[src/rtl/pipe_elastic.sv]
// pipe_elastic: a chain of STAGES register slots for a WIDTH-bit payload.
// Each slot has its own valid bit. The chain uses valid/ready handshaking
// with bubble collapse, so an empty slot always takes a payload from the slot
// behind it, even when the output is stalled. It also has a synchronous flush
// and an occupancy counter that tracks the number of valid slots.
module pipe_elastic #(
    parameter  int unsigned WIDTH  = 32,
    parameter  int unsigned STAGES = 3,
    localparam int unsigned OCC_W  = $clog2(STAGES + 1)
) (
    input  logic              clk,
    input  logic              rst,
    input  logic              in_valid,
    output logic              in_ready,
    input  logic [WIDTH-1:0]  in_data,
    output logic              out_valid,
    input  logic              out_ready,
    output logic [WIDTH-1:0]  out_data,
    input  logic              flush,
    output logic [STAGES-1:0] stage_valid,
    output logic [OCC_W-1:0]  occupancy
);

    logic [STAGES-1:0] slotValid;
    logic [WIDTH-1:0]  slotData [STAGES];
    logic [STAGES-1:0] slotRdy;
    logic [OCC_W-1:0]  occReg;
    logic              inXfer;
    logic              outXfer;

    // Ready chain: a slot can load when it is empty or its own content moves on.
    // The chain is walked from the output back to slot 0 through one running
    // term, so that no vector reads back its own bits.
    always_comb begin
        logic r;
        r       = out_ready;
        slotRdy = '0;
        for (int unsigned i = STAGES; i > 0; i--) begin
            r            = ~slotValid[i-1] | r;
            slotRdy[i-1] = r;
        end
    end

    // Handshake outputs. A flush masks both transfers for the cycle it is seen.
    always_comb begin
        in_ready    = slotRdy[0] & ~flush;
        out_valid   = slotValid[STAGES-1] & ~flush;
        out_data    = slotData[STAGES-1];
        stage_valid = slotValid;
        occupancy   = occReg;
        inXfer      = in_valid & in_ready;
        outXfer     = out_valid & out_ready;
    end

    // Slot advance. Reset clears everything. Flush drops only the valid bits.
    // Data registers load only when a valid payload arrives.
    always_ff @(posedge clk) begin
        if (!rst) begin
            slotValid <= '0;
            for (int unsigned i = 0; i < STAGES; i++) begin
                slotData[i] <= '0;
            end
        end else if (flush) begin
            slotValid <= '0;
        end else begin
            if (slotRdy[0]) begin
                slotValid[0] <= in_valid;
                if (in_valid) begin
                    slotData[0] <= in_data;
                end
            end
            for (int unsigned i = 1; i < STAGES; i++) begin
                if (slotRdy[i]) begin
                    slotValid[i] <= slotValid[i-1];
                    if (slotValid[i-1]) begin
                        slotData[i] <= slotData[i-1];
                    end
                end
            end
        end
    end

    // Occupancy counts +1 on an input transfer only and -1 on an output
    // transfer only. It returns to zero on reset or flush.
    always_ff @(posedge clk) begin
        if (!rst || flush) begin
            occReg <= '0;
        end else begin
            case ({inXfer, outXfer})
                2'b10:   occReg <= occReg + OCC_W'(1);
                2'b01:   occReg <= occReg - OCC_W'(1);
                default: occReg <= occReg;
            endcase
        end
    end

    // The counter must always agree with the number of valid slots.
    always_ff @(posedge clk) begin
        if (rst) begin
            assert (occReg == OCC_W'($countones(slotValid)));
        end
    end

endmodule

[config.mk]
export PLATFORM = sky130hd
export DESIGN_NAME = pipe_elastic
export DESIGN_NICKNAME = d
export VERILOG_FILES = /design/src/rtl/pipe_elastic.sv
export SDC_FILE = /design/constraint.sdc
export NUM_CORES = 1
export LEC_CHECK = 0
export ABC_CLOCK_PERIOD_IN_PS = 3700
export BUFFER_PORTS_ARGS = -buffer_cell sky130_fd_sc_hd__buf_2
export CORE_UTILIZATION = 35
export DETAILED_ROUTE_END_ITERATION = 10
export SKIP_LAST_GASP = 1
export SLEW_MARGIN = 20
export SYNTH_ARGS = -nofsm -noshare
export SYNTH_HDL_FRONTEND = slang
export SYNTH_SLANG_ARGS = --single-unit
[constraint.sdc]
create_clock -name clk -period 3.7 [get_ports clk]
set_clock_uncertainty 0.15 [all_clocks]
set_input_delay 0.37 -clock clk [delete_from_list [all_inputs] [get_ports clk]]
set_output_delay 0.37 -clock clk [all_outputs]
set_load 0.02 [all_outputs]
==> metrics.csv <==
metric;value;unit
Clock Power Share;36.2;%
CTS Buf Count;9;
largest stage delay on the critical path;0.59;ns
internal power;1841;uW
Setup Slack @ Placement;1.373;ns
Antenna Violating Nets Remaining;0;
area of the multi-input gates;0.001080;sq mm
hold_buf cts;0;
mux share of post-synthesis cell area;0;%
DP Area;0.004700;sq mm
Clock H-tree levels;3;
clock-pin slew on the worst setup and hold paths;0.07;ns
most common cell in the netlist;edfxtp_1;
final worst slack;1.485;ns
Die Width;115.0;um
Worst EP required;3.60;ns
Mapped Area;0.004472;sq mm
Arr. time, crit path;2.12;ns
kind of critical path;reg2reg;
Warnings, synthesis;0;
Layout Cells excl Fill;489;
area of the core;0.01221;sq mm
Tightest Hold Check Type;in2reg;
pwr/cell area;471.0;mW/mm^2
Filler cells;1179;
Die Y-Extent;115.0;um
die area;0.01323;sq mm
Overall Global Routing Usage;10.44;%
Post-CTS Setup Inserts;0;
share of synthesized flip-flops with an asynchronous set or reset;0;%
Area growth syn-to-layout;11.70;%
Final Cycle Share;59.87;%
DRC;0;
Nets;354;
HPWL Detailed;4059;um
Synth Area in XOR/XNOR;0.3917;%
register area share after synthesis;66.70;%
Placed Cells;472;
CP Capture Type;register;
sw frac;21.75;%
CTS tree;yes;
TNS Setup;0;ns
VDD IR-drop max;0.2514;mV
adder-cell share of the synthesized area;0.2798;%
proportion of layout cells with a drive suffix above 1;42.68;%
RSZ-0062 raised after global routing;false;
I/O Buffers;75;
Root Buffer;clkbuf_16;
# setup viols final;0;
synth unique cells;28;
Post-CTS Resized;0;
syn_area_per_cell;15.97;sq um
EDFF count, synth;96;
Post-Route WL;6552;um
CTS Buffer Depth;2;
Most used DFF post-synth;edfxtp_1;
Avg WL per Cell;13.40;um
initial antenna violation count;0;
Leak Pwr;0.001832;uW
final slew viol count;0;
Final Hold Fails;0;
Design Power;2352;uW
Seq pwr share;56.7;%
Cells after Synth;280;
Worst Tran Pin Value;1.042;ns
leading area contributor after synthesis;edfxtp_1;
DR iter-0 viols;42;
vias;2153;
logic gate share of total power;7.1;%
Crit Path Max Fanout;53;
Std-Cell Rows;40;
number of I/O pins;76;
pin count of the biggest net entering global routing;54;
final instance area;0.004995;sq mm
Initial Util;36.62;%
status;completed;
clock latency on the worst-skew pair;0.34;ns
vias per cell;4.403;
largest family of logic cells by synthesized area;compound AO/OA/AOI/OAI gates;
DR pass1 iterations;4;
Post-Synth Simple-Gate Area;2.658;%
first-pass GRT wire length;10160;um
f_max;0.4514;GHz
grt total ovfl;0;
complex-gate fraction of the synthesized area;20.15;%
number of max-cap violations;0;
antenna cells;0;
ranking of synthesized cells by area;edfxtp_1 (64%), a21boi_2 (10%), a21boi_0 (6.5%);
commonest cells in the netlist;edfxtp_1 (96), a21boi_2 (40), a21boi_0 (39);
CP Cell Sequence;and3b_1 -> or3_4 -> buf_12 -> a21boi_0;
Final min period;2.215;ns
post-synth top area share;64.47;%
CP Launch Type;register;
routability cong.;0.6797;
P_sw;511.7;uW
#FFs+latches synth;101;
Rel. slew slack;30.24;%
vias in the first global route;2088;
synthesized net count;318;
register area;0.002983;sq mm
slowest CP cell;or3_4;
# clock sinks;101;
-- sequential cells by signal, indices dropped and copies added, names as in the netlist --
register	flops
slotData	96
stage_valid	3
occupancy	2
-- worst paths after layout --
path | start | end | slack [ns] | cells past startpoint
max | stage_valid[1] | slotData[0][90] | 1.48 | 4
min | in_valid | stage_valid[0] | 0.15 | 3
max reg2reg | stage_valid[1] | slotData[0][90] | 1.48 | 4
min reg2reg | occupancy[1] | occupancy[1] | 0.34 | 2
-- cells in the final DEF (no fill, tap or decap) --
| master | synthesis | final |
|---|---|---|
| edfxtp_1 | 96 | 96 |
| buf_2 | 7 | 75 |
| a21boi_2 | 40 | 40 |
| a21boi_0 | 39 | 39 |
| a21boi_1 | 17 | 17 |
| clkbuf_16 | 0 | 9 |
| nor2_1 | 6 | 6 |
| dfxtp_1 | 5 | 5 |
| a21oi_1 | 3 | 3 |
| clkinv_4 | 0 | 3 |
| clkinv_1 | 0 | 3 |
| nand2b_1 | 2 | 2 |
| o21ai_4 | 0 | 2 |
| buf_12 | 5 | 2 |
| and3b_1 | 1 | 1 |
| nand4b_1 | 1 | 1 |
| nand3b_1 | 1 | 1 |
| nand2_1 | 1 | 1 |
| nor2b_1 | 1 | 1 |
| and2_1 | 1 | 1 |
| and2b_1 | 1 | 1 |
| inv_1 | 1 | 1 |
| nand2b_4 | 1 | 1 |
| or3b_4 | 0 | 1 |
| or3_4 | 0 | 1 |
| xor2_1 | 1 | 1 |
| xnor2_1 | 1 | 1 |
| o21ai_0 | 3 | 1 |
| or3_1 | 2 | 1 |
| ha_1 | 1 | 1 |
| clkinv_2 | 0 | 1 |
| buf_16 | 0 | 1 |
| buf_4 | 36 | 1 |
-- logic make-up (layout without fill, tap and decap cells) --
group	count (synthesis)	in the layout
flip-flops	101	101
buffers and inverters	55	96
AO/OA/AOI/OAI	102	102
XOR/XNOR	2	2
AND/OR/NAND/NOR	19	19
adder cells (fa/ha/maj)	1	1
-- metrics by stage --
stage / hold slack, ns / utilization, %
after detailed placement: 0.3385 / 38.48
final: 0.1521 / 40.90
after global routing: 0.1691 / 40.90
after floorplan: 0.3616 / -
after CTS: 0.1443 / 40.68
after global placement: 0.3157 / 38.48
-- cell type report --
type                            count  share of cell area [%]
Sequential cell                   101                   59.72
Inverter                            1                 0.07515
Clock buffer                        9                   4.509
Timing Repair Buffer               79                   9.018
Clock inverter                      7                  0.8517
Tap cell                          168                   4.208
Multi-Input combinational cell    124                   21.62
-- critical path, delay by kind of cell, from the launching register on --
kind,cells,cell delay [ns]
compound gates,1,0.12
buf+inv,1,0.32
flops,1,0.41
simple gates,2,0.89
-- power groups by stage --
stage / Clock (uW) / Sequential (uW) / Combinational (uW)
after floorplan: 0 / 1360 / 134
after global placement: 0 / 1360 / 163
after detailed placement: 0 / 1360 / 165
after CTS: 864 / 1340 / 166
after global routing: 905 / 1340 / 180
final: 851 / 1330 / 166
-- routing by layer --
metal | wire (um) | GRT usage [%] | part of all wire, % | vias up
li1 | - | - | - | 1078
met2 | 3397 | 18.23 | 52 | 37
met3 | 286 | 2.741 | 4.4 | 11
met5 | 0 | 0 | 0 | -
met4 | 177 | 7.013 | 2.7 | 0
met1 | 2691 | 11.13 | 41 | 1027
No activity file was read; power rests on OpenSTA's default activity.
